## src/rtl/alu_pkg.sv

```systemverilog
// ============================================================================
// Module      : alu_pkg
// Description : Shared ALU opcodes, flag indices and multiplier FSM states.
// Revision    : 1.0
// ============================================================================
`default_nettype none

package alu_pkg;

    typedef enum logic [3:0] {
        OP_SHR = 4'h0,
        OP_SHL = 4'h1,
        OP_INC = 4'h4,
        OP_DEC = 4'h5,
        OP_ADD = 4'h6,
        OP_NOT = 4'h8,
        OP_AND = 4'h9,
        OP_OR  = 4'ha,
        OP_XOR = 4'hb,
        OP_MOV = 4'hc
    } alu_op_e;

    localparam int FLAG_C = 3;
    localparam int FLAG_S = 2;
    localparam int FLAG_V = 1;
    localparam int FLAG_Z = 0;

    typedef enum logic [2:0] {
        MS_IDLE = 3'd0,
        MS_ADD  = 3'd1,
        MS_SHH  = 3'd2,
        MS_SHL  = 3'd3,
        MS_DONE = 3'd4
    } mul_state_e;

    localparam logic [2:0] MUL_LAST_ITER = 3'd7;

    // {C,S,V,Z}: C and V both flag a product that no longer fits in 8 bits.
    function automatic logic [3:0] mul_flags(input logic [15:0] product);
        logic [3:0] f;
        f         = 4'h0;
        f[FLAG_C] = |product[15:8];
        f[FLAG_S] = product[15];
        f[FLAG_V] = |product[15:8];
        f[FLAG_Z] = ~|product;
        return f;
    endfunction

endpackage

`default_nettype wire

```

## src/rtl/alu_mul_ctrl.sv

```systemverilog
// ============================================================================
// Module      : alu_mul_ctrl
// Description : 8x8 unsigned shift-add multiplier sequencer sharing the CPU ALU.
//               Optional macro ALU_MUL_SKIP_EN skips ADD for zero multiplier bits.
// Revision    : 1.0
// ============================================================================
`default_nettype none

module alu_mul_ctrl
    import alu_pkg::*;
(
    input  logic        clk,
    input  logic        rst_n,
    input  logic        start_in,
    input  logic [7:0]  mul_a_in,
    input  logic [7:0]  mul_b_in,
    output logic        busy_out,
    output logic        done_out,
    output logic [15:0] product_out,
    output logic [3:0]  flags_out,
    input  logic [7:0]  cpu_a_in,
    input  logic [7:0]  cpu_b_in,
    input  logic [3:0]  cpu_op_in,
    input  logic [3:0]  cpu_status_in,
    output logic [7:0]  cpu_result_out,
    output logic [3:0]  cpu_status_out,
    output logic [7:0]  alu_a_out,
    output logic [7:0]  alu_b_out,
    output logic [3:0]  alu_op_out,
    output logic [3:0]  alu_status_out,
    input  logic [7:0]  alu_result_in,
    input  logic [3:0]  alu_status_in
);

    mul_state_e  state_q;
    logic [7:0]  m_q;
    logic [7:0]  hi_q;
    logic [7:0]  lo_q;
    logic        c_q;
    logic        s_q;
    logic [2:0]  cnt_q;
    logic [15:0] product_q;
    logic [3:0]  flags_q;
    logic        done_q;

    logic [7:0]  lo_d;
    logic [15:0] product_d;

    // The shifted-out bit of hi becomes the new MSB of lo.
    assign lo_d      = {s_q, alu_result_in[6:0]};
    assign product_d = {hi_q, lo_d};

    assign busy_out    = (state_q != MS_IDLE);
    assign done_out    = done_q;
    assign product_out = product_q;
    assign flags_out   = flags_q;

    always_comb begin
        alu_a_out      = 8'h00;
        alu_b_out      = 8'h00;
        alu_op_out     = OP_SHR;
        alu_status_out = 4'h0;
        cpu_result_out = 8'h00;
        cpu_status_out = 4'h0;
        case (state_q)
            MS_IDLE: begin
                alu_a_out      = cpu_a_in;
                alu_b_out      = cpu_b_in;
                alu_op_out     = cpu_op_in;
                alu_status_out = cpu_status_in;
                cpu_result_out = alu_result_in;
                cpu_status_out = alu_status_in;
            end
            MS_ADD: begin
                alu_op_out = OP_ADD;
                alu_a_out  = hi_q;
                alu_b_out  = lo_q[0] ? m_q : 8'h00;
            end
            MS_SHH: begin
                alu_op_out = OP_SHR;
                alu_a_out  = hi_q;
            end
            MS_SHL: begin
                alu_op_out = OP_SHR;
                alu_a_out  = lo_q;
            end
            default: begin
                alu_op_out = OP_SHR;
            end
        endcase
    end

    always_ff @(posedge clk or negedge rst_n) begin
        if (!rst_n) begin
            state_q   <= MS_IDLE;
            m_q       <= 8'h00;
            hi_q      <= 8'h00;
            lo_q      <= 8'h00;
            c_q       <= 1'b0;
            s_q       <= 1'b0;
            cnt_q     <= 3'd0;
            product_q <= 16'h0000;
            flags_q   <= 4'h0;
            done_q    <= 1'b0;
        end else begin
            done_q <= 1'b0;
            case (state_q)
                MS_IDLE: begin
                    if (start_in) begin
                        m_q   <= mul_a_in;
                        lo_q  <= mul_b_in;
                        hi_q  <= 8'h00;
                        cnt_q <= 3'd0;
                        c_q   <= 1'b0;
`ifdef ALU_MUL_SKIP_EN
                        state_q <= mul_b_in[0] ? MS_ADD : MS_SHH;
`else
                        state_q <= MS_ADD;
`endif
                    end
                end
                MS_ADD: begin
                    hi_q    <= alu_result_in;
                    c_q     <= alu_status_in[FLAG_C];
                    state_q <= MS_SHH;
                end
                MS_SHH: begin
                    hi_q    <= {c_q, alu_result_in[6:0]};
                    s_q     <= alu_status_in[FLAG_C];
                    state_q <= MS_SHL;
                end
                MS_SHL: begin
                    lo_q  <= lo_d;
                    cnt_q <= cnt_q + 3'd1;
                    if (cnt_q == MUL_LAST_ITER) begin
                        product_q <= product_d;
                        flags_q   <= mul_flags(product_d);
                        done_q    <= 1'b1;
                        state_q   <= MS_DONE;
                    end else begin
`ifdef ALU_MUL_SKIP_EN
                        // lo_q[1] is the multiplier bit that lands in lo[0] after this shift.
                        if (!lo_q[1]) begin
                            c_q     <= 1'b0;
                            state_q <= MS_SHH;
                        end else begin
                            state_q <= MS_ADD;
                        end
`else
                        state_q <= MS_ADD;
`endif
                    end
                end
                MS_DONE: begin
                    state_q <= MS_IDLE;
                end
                default: begin
                    state_q <= MS_IDLE;
                end
            endcase
        end
    end

endmodule

`default_nettype wire
```

## config.mk

```make
export PLATFORM = sky130hd
export DESIGN_NAME = alu_mul_ctrl
export DESIGN_NICKNAME = d
export VERILOG_FILES = /design/src/rtl/alu_pkg.sv /design/src/rtl/alu_mul_ctrl.sv
export SDC_FILE = /design/constraint.sdc
export NUM_CORES = 1
export LEC_CHECK = 0
export CAP_MARGIN = 20
export CELL_PAD_IN_SITES_DETAIL_PLACEMENT = 0
export CELL_PAD_IN_SITES_GLOBAL_PLACEMENT = 1
export CORE_MARGIN = 2
export CORE_UTILIZATION = 29
export DETAILED_ROUTE_END_ITERATION = 8
export GPL_TIMING_DRIVEN = 0
export PLACE_DENSITY = 0.84
export SETUP_SLACK_MARGIN = 0.2
export SYNTH_ARGS = -nofsm -noshare
export SYNTH_HDL_FRONTEND = slang
export SYNTH_SLANG_ARGS = --single-unit
```

## constraint.sdc

```tcl
create_clock -name clk -period 1.51 [get_ports clk]
set_input_delay 0.2265 -clock clk [delete_from_list [all_inputs] [get_ports clk]]
set_output_delay 0.2265 -clock clk [all_outputs]
set_load 0.01 [all_outputs]
```

Word-level counts from Yosys, hierarchy flattened. Index checks and enable logic that the tools add are counted.

Eq/ne operators: 5. Mux-type cells: 20. Reduce and logical (&&, ||, !) cells: 14. Add/sub/neg operators: 1.

Operator list (count): one-hot mux 8 bit (3 select lines) (2); 2-to-1 mux 8 bit (4); one-hot mux 8 bit (2 select lines) (2); OR reduction 16 bit (1); one-hot mux 3 bit (4 select lines) (1); AND reduction 2 bit (5); 2-to-1 mux 3 bit (3); 2-to-1 mux 4 bit (2); one-hot mux 4 bit (2 select lines) (1); OR reduction 8 bit (1); == test 3 x 2 -> 1 bit, second input constant (2); one-hot mux 3 bit (2 select lines) (1); nonzero test 3 bit (2); nonzero test 2 bit (2); adder 3 x 1 -> 3 bit, second input constant (1); == test 3 x 1 -> 1 bit, second input constant (1); == test 3 bit, second input constant (1); zero test 3 bit (1); 2-to-1 mux 1 bit (3); != test 2 bit, second input constant (1); one-hot mux 1 bit (2 select lines) (1); OR reduction 2 bit (1); zero test 1 bit (1).

Register bits after elaboration: 53.

Longest topological paths before layout. Gate-level depths: netlist of the first run.

Word-level depth: 3. Mapped depth: 6.

Worst setup path after synthesis of the first run. Ideal clock, no wire load.

Path kind: reg-to-reg. Start: register state_q[2]. End: register m_q[4]. Arrival: 1.496 ns. Buffers on the path: 2. Slack: -0.111 ns. Clock period less this slack: 1.621 ns. Library setup time: 0.125 ns. Stages on the path, launching flop included: 5. Data required time: 1.385 ns. Path through: dfrtp_1 > buf_6 > nor4b_4 > buf_6 > mux2_2.

Longest elaborated chain between the ends: 2.

RTL lines: from (decl) (line alu_mul_ctrl.sv:35) `mul_state_e state_q;`; from (signal assigned) (line alu_mul_ctrl.sv:95) `state_q <= MS_IDLE;`; from (signal assigned) (line alu_mul_ctrl.sv:118) `state_q <= MS_ADD;`; from (signal assigned) (line alu_mul_ctrl.sv:125) `state_q <= MS_SHH;`; zero test 3 bit (line alu_mul_ctrl.sv:107) `case (state_q)`; AND reduction 2 bit (no line); to (signal assigned) (line alu_mul_ctrl.sv:110) `m_q <= mul_a_in;`; to (decl) (line alu_mul_ctrl.sv:36) `logic [7:0] m_q;`.

Every way passes these cells. A chain may end at the register's enable or synchronous reset.

Worst setup path after layout of the first run.
Start: register state_q[0]. End: output port alu_a_out[0].

Longest elaborated chain between the ends: 3. Elaborated cells on any way between the ends: 6.

RTL lines: == test 3 x 2 -> 1 bit or == test 3 x 1 -> 1 bit (tied branches) (line alu_mul_ctrl.sv:65) `case (state_q)`; OR reduction 2 bit (no line); one-hot mux 8 bit (3 select lines) * (line alu_mul_ctrl.sv:65); to (decl) (line alu_mul_ctrl.sv:27) `output logic [7:0] alu_a_out,`.

Mark *: on every way between the ends. The rest lies on a longest branch, timed or not.

==> reports/qor.tcl, run 1 <==
set qor(worst_path_dominant_cell_family) {buffers and inverters}
set qor(cts_max_path_buffers) 2
set qor(postLayoutCoreUtil_pct) 53.23
set qor(yosys_most_used_dff) {sky130_fd_sc_hd__dfrtp_1}
set qor(design.final.nets) 434
set qor(timing.setup.tns_ns) -17.93
set qor(first_global_vias) 2616
set qor(finalInstanceArea_um2) 4664
set qor(cpMostUsedCell) {sky130_fd_sc_hd__buf_8}
set qor(io_pins) 113
set qor(drc_viols) 0
set qor(post-route-period-util_pct) 122.5
set qor(fp.dieArea_um2) 9815
set qor(placed_instance_area_um2) 4043
set qor(timing.hold.worst.class) {input port to async pin}
set qor(proportion_of_layout_cells_with_a_drive_suffix_above_1_pct) 46.15
set qor(endpoint_kind) {output pin}
set qor(yosysSeqAreaShare_pct) 48.69
set qor(share_comb_of_total_power_pct) 61.8
set qor(yosysTopAreaCellShare_pct) 48.69
set qor(final_total_pwr_uw) 9057
set qor(globalplace.congestion) 0.8076
set qor(global_route.usage.met1_pct) 23.11
set qor(placeable_core_region_um2) 8763
set qor(die_height_um) 99.07
set qor(globalRouteTotalUtil_pct) 17.96
set qor(rsz0062_at_grt) {true}
set qor(mappedNetlistArea_um2) 2621
set qor(grt.busiest_layer) {met2}
set qor(cts_buffers) 5
set qor(share_seq_of_total_power_pct) 27.8
set qor(internal_power_uw) 5592
set qor(critical_path.n_buffers_inverters) 3
set qor(run_status) {finished, violations left}
set qor(area_growth_pct) 77.95
set qor(routedWlPerCell_um) 18.34
set qor(synth.distinct_cells) 34
set qor(async_flop_share_pct) 100.0
set qor(globalRoute.totalOverflow) 0
set qor(cp_max_fo) 10
set qor(horizontal_die_dimension_um) 99.07
set qor(avgViaCountPerCell) 5.146
set qor(hold_viol_final) 0
set qor(final.setup_skew_ns) 0.002663
set qor(synth.area.top_cells) {sky130_fd_sc_hd__dfrtp_1, sky130_fd_sc_hd__mux2_2, sky130_fd_sc_hd__mux2i_1, sky130_fd_sc_hd__a22o_1, sky130_fd_sc_hd__a211oi_1}
set qor(timing.final.max_slew_violations) 0
set qor(clock_sink_count) 51
set qor(antenna-diode-count) 0
set qor(cp.required_ns) 1.28
set qor(ir_drop_mv) 0.7312
set qor(pin_count_of_the_biggest_net_entering_global_routing) 31
set qor(syn-mean-instance-area_um2) 11.60
set qor(p_switching_uw) 3464
set qor(clock_insertion_delay_worst_skew_ns) 0.31
set qor(place_hpwl_um) 5799
set qor(multi_input_area_um2) 1530
set qor(cp_data_arrival_time_ns) 1.62
set qor(path_cells) {buf_8 -> buf_8 -> mux2i_1 -> a211oi_2 -> buf_2}
set qor(synth_seq_cells) 51
set qor(layout.filler_cells) 773
set qor(ctsHtreeMaxLevel) 2
set qor(wirelength_um) 8895
set qor(clk_transition_reported_paths_ns) 0.09
set qor(gate_count_of_the_mapped_netlist) 226
set qor(synth.top_cells.by_count) {sky130_fd_sc_hd__dfrtp_1, sky130_fd_sc_hd__mux2_2, sky130_fd_sc_hd__and2_1}
set qor(failed_checks) {setup timing}
set qor(critical_path.startpoint_type) {flip-flop}
set qor(p_leak_uw) 0.002205
set qor(drtAntennaViolNets) 0
set qor(count_of_vias_placed_by_the_detailed_router) 2496
set qor(global_route.usage.met3_pct) 3.759
set qor(achievable-frequency_mhz) 540.5
set qor(critical_path.slowest_cell) {sky130_fd_sc_hd__dfrtp_2}
set qor(clock_power_share_pct) 10.4
set qor(clock_tree.root_cell) {sky130_fd_sc_hd__clkbuf_8}
set qor(worst-setup-path-type) {flip-flop to output pin}
set qor(cp-startpoint) {state_q[0]$_DFFE_PN0P_}
set qor(library_cell_with_the_highest_instance_count_after_synthesis) {sky130_fd_sc_hd__dfrtp_1}
set qor(largest_area_contributor_in_the_synthesized_netlist) {sky130_fd_sc_hd__dfrtp_1}
set qor(grt_first_pass_wirelength_um) 13760
set qor(min_period_ns) 1.850
set qor(globalRouteMet2Util_pct) 30.20
set qor(power-per-cell-area_nw_per_um2) 1942
set qor(drtIter0Drc) 135
set qor(timing.max_cap.violations) 0
set qor(critPathMaxStageDelay_ns) 0.46
set qor(ys_warn_count) 0
set qor(switching_share_pct) 38.25
set qor(postLayoutSetupSlackWorst_ns) -0.3402
set qor(grt_antenna_before_repair) 0
set qor(worst_pin_slew_ns) 0.5067
set qor(port_buffers) 112
set qor(timing.slew.headroom_pct) 66.22
set qor(sequential_cell_area_um2) 1277
set qor(num_rows) 34
set qor(floorplan.initialDensity_pct) 29.91
set qor(synth-edff-count) 0
set qor(drt-pass1-iter-count) 4
set qor(cts_tree) {done}
set qor(setup_viol) 74
set qor(crit-reg2reg-launch) {state_q[2]$_DFFE_PN0P_}
set qor(synth_nets) 283
layout by cell type, fill, tap and decap left out, types with 2 or more instances in the layout:
master / netlist / layout
sky130_fd_sc_hd__o21ai_1: 6 / 7
sky130_fd_sc_hd__clkbuf_8: 0 / 6
sky130_fd_sc_hd__a21o_1: 2 / 2
sky130_fd_sc_hd__nand3b_1: 2 / 2
sky130_fd_sc_hd__clkdlybuf4s50_1: 0 / 53
sky130_fd_sc_hd__nor2b_4: 0 / 3
sky130_fd_sc_hd__o21ai_2: 2 / 2
sky130_fd_sc_hd__and2_4: 0 / 12
sky130_fd_sc_hd__clkbuf_16: 0 / 2
sky130_fd_sc_hd__o21a_1: 2 / 2
sky130_fd_sc_hd__inv_2: 0 / 3
sky130_fd_sc_hd__mux2i_2: 0 / 3
sky130_fd_sc_hd__a211oi_2: 0 / 16
sky130_fd_sc_hd__mux2_2: 26 / 2
sky130_fd_sc_hd__nor2_4: 0 / 2
sky130_fd_sc_hd__buf_8: 0 / 9
sky130_fd_sc_hd__nor2b_2: 0 / 4
sky130_fd_sc_hd__nand2_1: 10 / 9
sky130_fd_sc_hd__dfrtp_1: 51 / 50
sky130_fd_sc_hd__buf_6: 3 / 29
sky130_fd_sc_hd__and2_1: 18 / 6
sky130_fd_sc_hd__buf_2: 6 / 25
sky130_fd_sc_hd__buf_12: 0 / 4
sky130_fd_sc_hd__mux2_4: 0 / 24
sky130_fd_sc_hd__nor2_1: 5 / 2
sky130_fd_sc_hd__a22o_1: 17 / 17
sky130_fd_sc_hd__buf_4: 3 / 14
sky130_fd_sc_hd__a21oi_1: 4 / 2
sky130_fd_sc_hd__dlygate4sd2_1: 0 / 21
sky130_fd_sc_hd__nor4_1: 4 / 4
sky130_fd_sc_hd__mux2i_1: 16 / 13
sky130_fd_sc_hd__nor2b_1: 9 / 2
sky130_fd_sc_hd__clkbuf_2: 0 / 2
final cells by class:
cell class	count	area share [%]
multi-input combinational	153	32.81
timing repair buffer	144	28.97
sequential	51	27.39
buffer	19	5.499
tap	108	2.897
clock buffer	6	1.556
clock inverter	1	0.6438
inverter	3	0.2414
cell families (layout without fill, tap and decap cells):
group	count (synthesis)	after routing	share of synthesized area (%)
AND/OR/NAND/NOR	55	55	12.79
AO/OA/AOI/OAI	53	53	15.23
flip-flops	51	51	48.69
multiplexers	42	42	17.28
buffers and inverters	22	173	4.726
adder cells (fa/ha/maj)	2	2	0.9545
XOR/XNOR	1	1	0.3342
power by group through the flow:
stage	clock [µW]	sequential, µW	combinational (µW)
after global routing	1010	2610	6000
after global placement	0	2490	4620
after floorplan	0	2440	2680
final	943	2520	5600
after detailed placement	0	2500	4720
after CTS	965	2500	5310
registers in the layout, indices dropped and copies added (netlist names):
register / count
cnt_q: 3
lo_q: 8
flags_out: 3
s_q: 1
state_q: 3
c_q: 1
m_q: 8
hi_q: 8
product_out: 15
done_out: 1
stage by stage:
step / hold WS, ns / instances / worst slack, ns
final: 0.4314 / 485 / -0.3402
after global routing: 0.4866 / 485 / -0.3928
after CTS: 0.4314 / 477 / -0.3723
after detailed placement: 0.2351 / 447 / -1.127
after global placement: 0.4700 / 446 / -1.285
after floorplan: -0.06909 / 226 / -0.09326
worst paths after layout:
kind | to | slack, ns | cells past startpoint
hold / removal | product_out[3]$_DFFE_PN0P_ | 0.43 | 2
min in group clk | product_out[5]$_DFFE_PN0P_ | 0.51 | 1
setup reg to reg | m_q[4]$_DFFE_PN0P_ | -0.28 | 7
hold reg to reg | product_out[5]$_DFFE_PN0P_ | 0.51 | 1
setup / recovery | alu_a_out[0] | -0.34 | 5
max in group asynchronous | state_q[0]$_DFFE_PN0P_ | 0.53 | 3
layer usage:
| layer | part of all wire, % | routed length [µm] | vias up |
|---|---|---|---|
| met3 | 6.4 | 566 | 15 |
| met5 | 0 | 0 | - |
| met2 | 51 | 4500 | 109 |
| li1 | - | - | 1128 |
| met4 | 1.9 | 170 | 0 |
| met1 | 41 | 3657 | 1244 |
repair_timing:
item / in CTS / in global routing
gates cloned: 4 / 0
setup endpoints to repair: 107 / 86
hold buffers: 1 / 0
setup buffers: 18 / 8
gates resized for setup: 250 / 32
pin swaps: 14 / 17
endpoints found under the hold margin: 21 / 0
Note: power is estimated with default switching activity, not from simulation.
==> inputs of run 2 (changes only) <==
--- a/config.mk
+++ b/config.mk
@@ -12,7 +12,7 @@
 export CORE_UTILIZATION = 29
 export DETAILED_ROUTE_END_ITERATION = 8
 export GPL_TIMING_DRIVEN = 0
-export PLACE_DENSITY = 0.84
+export PLACE_DENSITY_LB_ADDON = 0.08
 export SETUP_SLACK_MARGIN = 0.2
 export SYNTH_ARGS = -nofsm -noshare
 export SYNTH_HDL_FRONTEND = slang
==> reports/qor.tcl, run 2 (synthesis gave the netlist of run 1 again) <==
set qor(run_status) {finished, violations left}
set qor(failed_checks) {setup timing}
set qor(placed_instance_area_um2) 4043
set qor(min_period_ns) 1.844
set qor(ff_to_ff_end) {product_out[2]$_DFFE_PN0P_}
set qor(postLayoutCoreUtil_pct) 55.27
set qor(switching_share_pct) 37.63
set qor(clock_sink_count) 51
set qor(share_seq_of_total_power_pct) 26.2
set qor(floorplan.initialDensity_pct) 29.91
set qor(port_buffers) 112
set qor(drt-pass1-iter-count) 4
set qor(rsz0062_at_grt) {true}
set qor(clock_tree.root_cell) {sky130_fd_sc_hd__clkbuf_8}
set qor(critical_path.startpoint_type) {flip-flop}
set qor(globalplace.congestion) 0.7340
set qor(finalInstanceArea_um2) 4843
set qor(layout_common_cells) {sky130_fd_sc_hd__clkdlybuf4s50_1, sky130_fd_sc_hd__dfrtp_1, sky130_fd_sc_hd__buf_6, sky130_fd_sc_hd__mux2_4, sky130_fd_sc_hd__buf_2}
set qor(cp-startpoint) {state_q[0]$_DFFE_PN0P_}
set qor(dp_cells) 447
set qor(mostFrequentLayoutCell) {sky130_fd_sc_hd__clkdlybuf4s50_1}
set qor(io_pins) 113
set qor(crit-reg2reg-launch) {state_q[2]$_DFFE_PN0P_}
set qor(avgViaCountPerCell) 4.858
set qor(final_total_pwr_uw) 9603
set qor(design.final.nets) 442
set qor(die_height_um) 99.07
set qor(first_global_vias) 2505
set qor(placeable_core_region_um2) 8763
set qor(drc_viols) 0
set qor(drtAntennaViolNets) 0
set qor(internal_power_uw) 5989
set qor(num_rows) 34
set qor(p_leak_uw) 0.002293
set qor(setup_viol) 76
set qor(postLayoutSetupSlackWorst_ns) -0.3339
set qor(cts_max_path_buffers) 2
set qor(timing.hold.worst.class) {input port to async pin}
set qor(cp_max_fo) 10
set qor(share_comb_of_total_power_pct) 63.4
set qor(clk_transition_reported_paths_ns) 0.11
set qor(post-route-period-util_pct) 122.1
set qor(final.setup_skew_ns) 0.01466
set qor(grt_first_pass_wirelength_um) 13880
set qor(layout.filler_cells) 794
set qor(clock_insertion_delay_worst_skew_ns) 0.32
set qor(cp.required_ns) 1.28
set qor(largest_register_ffs) 15
set qor(horizontal_die_dimension_um) 99.07
set qor(endpoint_kind) {output pin}
set qor(timing.max_cap.violations) 0
set qor(count_of_vias_placed_by_the_detailed_router) 2400
set qor(routedWlPerCell_um) 18.37
set qor(worst_pin_slew_ns) 0.4573
set qor(clock_power_share_pct) 10.4
set qor(area_growth_pct) 84.77
set qor(ctsHtreeMaxLevel) 2
set qor(r2r_slack_ns) -0.23
set qor(cp_data_arrival_time_ns) 1.62
set qor(pin_count_of_the_biggest_net_entering_global_routing) 39
set qor(globalRouteTotalUtil_pct) 18.42
set qor(ff2ff_path_depth) 7
set qor(wirelength_um) 9074
set qor(timing.slew.headroom_pct) 69.23
set qor(ir_drop_mv) 0.6645
set qor(power-per-cell-area_nw_per_um2) 1983
set qor(timing.final.max_slew_violations) 0
set qor(worst-setup-path-type) {flip-flop to output pin}
set qor(antenna-diode-count) 0
set qor(achievable-frequency_mhz) 542.3
set qor(cts_tree) {done}
set qor(globalRoute.totalOverflow) 0
set qor(p_switching_uw) 3614
set qor(grt_antenna_before_repair) 0
set qor(drtIter0Drc) 67
set qor(fp.dieArea_um2) 9815
set qor(hold_viol_final) 0
set qor(crit_path_end) {alu_a_out[2]}
set qor(cts_buffers) 5
set qor(finalNonFillerCells) 494
set qor(proportion_of_layout_cells_with_a_drive_suffix_above_1_pct) 48.70
set qor(place_hpwl_um) 5861
-- run 2: cell count changes in the layout (fill, tap and decap cells not counted), moves of 3 or more --
cell / before / now
sky130_fd_sc_hd__buf_12: 4 / 7
sky130_fd_sc_hd__buf_4: 14 / 20
sky130_fd_sc_hd__nor2b_2: 4 / 7
sky130_fd_sc_hd__nor2b_4: 3 / 0
-- run 2: metrics by stage --
step	worst slack, ns	hold WS (ns)	TNS [ns]
after floorplan	-0.09326	-0.06909	-2.025
after global placement	-1.460	0.4651	-116.07
after detailed placement	-1.169	0.1601	-42.68
after CTS	-0.3912	0.3456	-15.36
after global routing	-0.3900	0.3694	-20.68
final	-0.3339	0.3376	-16.47
-- run 2: layout make-up --
cell class,instances,area [µm²],share of cell area (%)
tap,108,135.1,2.790
timing repair buffer,152,1499,30.95
clock buffer,5,68.82,1.421
inverter,3,11.26,0.2325
sequential,51,1277,26.38
buffer,19,274.0,5.657
clock inverter,3,46.29,0.9558
multi-input combinational,153,1531,31.62
-- run 2: power by group through the flow --
stage / combinational (µW) / clock [µW] / sequential (µW)
finish: 6080 / 1000 / 2520
global route: 6470 / 1090 / 2620
CTS: 5320 / 1040 / 2500
detailed placement: 4720 / 0 / 2510
global placement: 4690 / 0 / 2500
floorplan: 2680 / 0 / 2440
-- run 2: worst min path at each step --
stage / start / to / slack [ns]
after global routing: rst_n / product_out[10]$_DFFE_PN0P_ / 0.37
after detailed placement: rst_n / product_out[13]$_DFFE_PN0P_ / 0.16
after CTS: rst_n / product_out[13]$_DFFE_PN0P_ / 0.35
after floorplan: rst_n / c_q$_DFFE_PN0P_ / -0.07
final: rst_n / product_out[10]$_DFFE_PN0P_ / 0.34
after global placement: flags_out[0]$_DFFE_PN0P_ / flags_out[0]$_DFFE_PN0P_ / 0.47
-- run 2: layer usage --
metal  part of all wire [%]  GRT usage, %  up-vias  wire length, µm
li1                       -             -     1137                -
met1                     45         24.87     1174             4053
met2                     48         29.83       77             4391
met3                    5.3         4.043       12              482
met4                    1.6         5.163        0              147
met5                      0             0        -                0
-- run 2: critical path, cell delays in order (launching register included) --
cell	delay [ns]
sky130_fd_sc_hd__dfrtp_2	0.46
sky130_fd_sc_hd__buf_8	0.16
sky130_fd_sc_hd__buf_12	0.15
sky130_fd_sc_hd__mux2i_1	0.13
sky130_fd_sc_hd__a211oi_2	0.23
sky130_fd_sc_hd__buf_2	0.17
-- run 2: repair_timing --
action / in CTS / in global routing
setup buffers: 17 / 12
hold endpoints to repair: 13 / 0
pin swaps: 14 / 16
hold buffers: 1 / 0
gates resized for setup: 254 / 51
setup endpoints to repair: 108 / 87
gates cloned: 7 / 2
==> inputs of run 3 (changes only) <==
--- a/config.mk
+++ b/config.mk
@@ -13,6 +13,7 @@
 export DETAILED_ROUTE_END_ITERATION = 8
 export GPL_TIMING_DRIVEN = 0
 export PLACE_DENSITY_LB_ADDON = 0.08
+export REMOVE_ABC_BUFFERS = 1
 export SETUP_SLACK_MARGIN = 0.2
 export SYNTH_ARGS = -nofsm -noshare
 export SYNTH_HDL_FRONTEND = slang
==> reports/qor.tcl, run 3 (synthesis gave the netlist of run 1 again) <==
set qor(clock_tree.root_cell) {sky130_fd_sc_hd__clkbuf_8}
set qor(proportion_of_layout_cells_with_a_drive_suffix_above_1_pct) 42.02
set qor(ctsHtreeMaxLevel) 2
set qor(largest_register_ffs) 15
set qor(design.final.nets) 432
set qor(postLayoutSetupSlackWorst_ns) -0.4671
set qor(multi_input_area_um2) 1355
set qor(achievable-frequency_mhz) 505.8
set qor(crit-reg2reg-launch) {state_q[0]$_DFFE_PN0P_}
set qor(num_rows) 34
set qor(cp_data_arrival_time_ns) 1.75
set qor(floorplan.initialDensity_pct) 29.91
set qor(cp_max_fo) 7
set qor(placed_instance_area_um2) 3841
set qor(critical_path.startpoint_type) {flip-flop}
set qor(horizontal_die_dimension_um) 99.07
set qor(ir_drop_mv) 0.8024
set qor(port_buffers) 112
set qor(first_global_vias) 2382
set qor(grt_antenna_before_repair) 0
set qor(wirelength_um) 8930
set qor(final.setup_skew_ns) 0.008576
set qor(r2r_slack_ns) -0.39
set qor(run_status) {finished, violations left}
set qor(drt-pass1-iter-count) 4
set qor(clock_insertion_delay_worst_skew_ns) 0.31
set qor(area_growth_pct) 74.94
set qor(final_total_pwr_uw) 8744
set qor(drc_viols) 0
set qor(hold_viol_final) 0
set qor(ff_to_ff_end) {cnt_q[0]$_DFFE_PN0P_}
set qor(globalRouteTotalUtil_pct) 17.46
set qor(endpoint_kind) {output pin}
set qor(timing.slew.headroom_pct) 64.08
set qor(timing.setup.tns_ns) -25.17
set qor(fp.dieArea_um2) 9815
set qor(drtIter0Drc) 84
set qor(ff2ff_path_depth) 7
set qor(rsz0062_at_grt) {true}
set qor(worst_pin_slew_ns) 0.5388
set qor(routedWlPerCell_um) 18.45
set qor(cp-startpoint) {state_q[0]$_DFFE_PN0P_}
set qor(layout_common_cells) {sky130_fd_sc_hd__clkdlybuf4s50_1, sky130_fd_sc_hd__dfrtp_1, sky130_fd_sc_hd__buf_6, sky130_fd_sc_hd__mux2_2, sky130_fd_sc_hd__dlygate4sd2_1}
set qor(die_height_um) 99.07
set qor(cts_buffers) 5
set qor(cts_tree) {done}
set qor(sequential_cell_area_um2) 1287
set qor(layout.filler_cells) 820
set qor(avgViaCountPerCell) 4.921
set qor(min_period_ns) 1.977
set qor(timing.hold.worst.class) {input port to async pin}
set qor(setup_viol) 84
set qor(pin_count_of_the_biggest_net_entering_global_routing) 31
set qor(globalplace.congestion) 0.6856
set qor(globalRoute.totalOverflow) 0
set qor(post-route-period-util_pct) 130.9
set qor(failed_checks) {setup timing}
set qor(cp.required_ns) 1.28
set qor(placeable_core_region_um2) 8763
set qor(finalInstanceArea_um2) 4586
set qor(p_leak_uw) 0.002127
set qor(mostFrequentLayoutCell) {sky130_fd_sc_hd__clkdlybuf4s50_1}
set qor(grt_first_pass_wirelength_um) 13250
set qor(antenna-diode-count) 0
set qor(postLayoutCoreUtil_pct) 52.33
set qor(clock_sink_count) 51
set qor(place_hpwl_um) 5110
set qor(timing.final.max_slew_violations) 0
set qor(cts_max_path_buffers) 2
set qor(timing.max_cap.violations) 0
set qor(worst-setup-path-type) {flip-flop to output pin}
set qor(count_of_vias_placed_by_the_detailed_router) 2382
set qor(clk_transition_reported_paths_ns) 0.10
set qor(power-per-cell-area_nw_per_um2) 1907
set qor(drtAntennaViolNets) 0
set qor(post-place-ws_ns) -1.219
set qor(io_pins) 113
-- run 3: cell types whose count changed in the layout (fill, tap and decap cells not counted), sizes merged --
cell	change
buf	-12
clkbuf	+1
clkinvlp	-1
dlygate4sd2	+3
inv	-1
-- run 3: worst max-delay path by stage --
| stage | slack (ns) | endpoint |
|---|---|---|
| 2_1_floorplan | -1.03 | flags_out[2]$_DFFE_PN0P_ |
| 3_3_place_gp | -2.17 | product_out[10]$_DFFE_PN0P_ |
| 3_5_place_dp | -1.22 | product_out[3]$_DFFE_PN0P_ |
| 4_1_cts | -0.46 | alu_b_out[6] |
| 5_1_grt | -0.55 | alu_b_out[2] |
| 6_report | -0.47 | alu_b_out[3] |
-- run 3: critical path, cell delays in order (launching register included) --
cell	delay (ns)
sky130_fd_sc_hd__dfrtp_4	0.52
sky130_fd_sc_hd__nor3_4	0.21
sky130_fd_sc_hd__buf_6	0.12
sky130_fd_sc_hd__buf_6	0.08
sky130_fd_sc_hd__buf_6	0.12
sky130_fd_sc_hd__buf_16	0.12
sky130_fd_sc_hd__a22o_1	0.13
sky130_fd_sc_hd__buf_2	0.12
-- run 3: timing repair --
item                                    4_1_cts  5_1_grt
gates cloned                                  3        4
hold buffers                                  1        0
endpoints found under the setup margin      109       86
pin swaps                                    30       14
gates resized for setup                     212       52
endpoints found under the hold margin        21        0
setup buffers                                29        8
-- run 3: area by class of cell --
type	count	share of cell area [%]
Clock buffer	7	1.664
Inverter	3	0.3001
Clock inverter	1	0.6548
Sequential cell	51	28.08
Tap cell	108	2.947
Timing Repair Buffer	161	36.81
Multi-Input combinational cell	153	29.55
-- run 3: metal layers --
layer / vias up / part of all wire (%) / wire length, µm / GRT usage (%)
li1: 1128 / - / - / -
met2: 80 / 48 / 4313 / 30.09
met3: 6 / 6.3 / 562 / 3.830
met4: 0 / 0.76 / 68 / 3.161
met5: - / 0 / 0 / 0
met1: 1168 / 45 / 3986 / 22.76
-- run 3: where the power goes --
part / total, µW / internal (µW) / leakage, µW / switching [µW]
registers: 2450 / 2000 / 0.000629 / 449
logic: 5340 / 2960 / 0.00145 / 2380
clock network: 954 / 497 / 0.0000524 / 458
-- run 3: per-stage QoR --
step | std cells | hold slack [ns]
floorplan | 207 | -0.06909
global placement | 427 | 0.4655
detailed placement | 431 | 0.2395
CTS | 472 | 0.4430
global route | 484 | 0.4931
finish | 484 | 0.4236
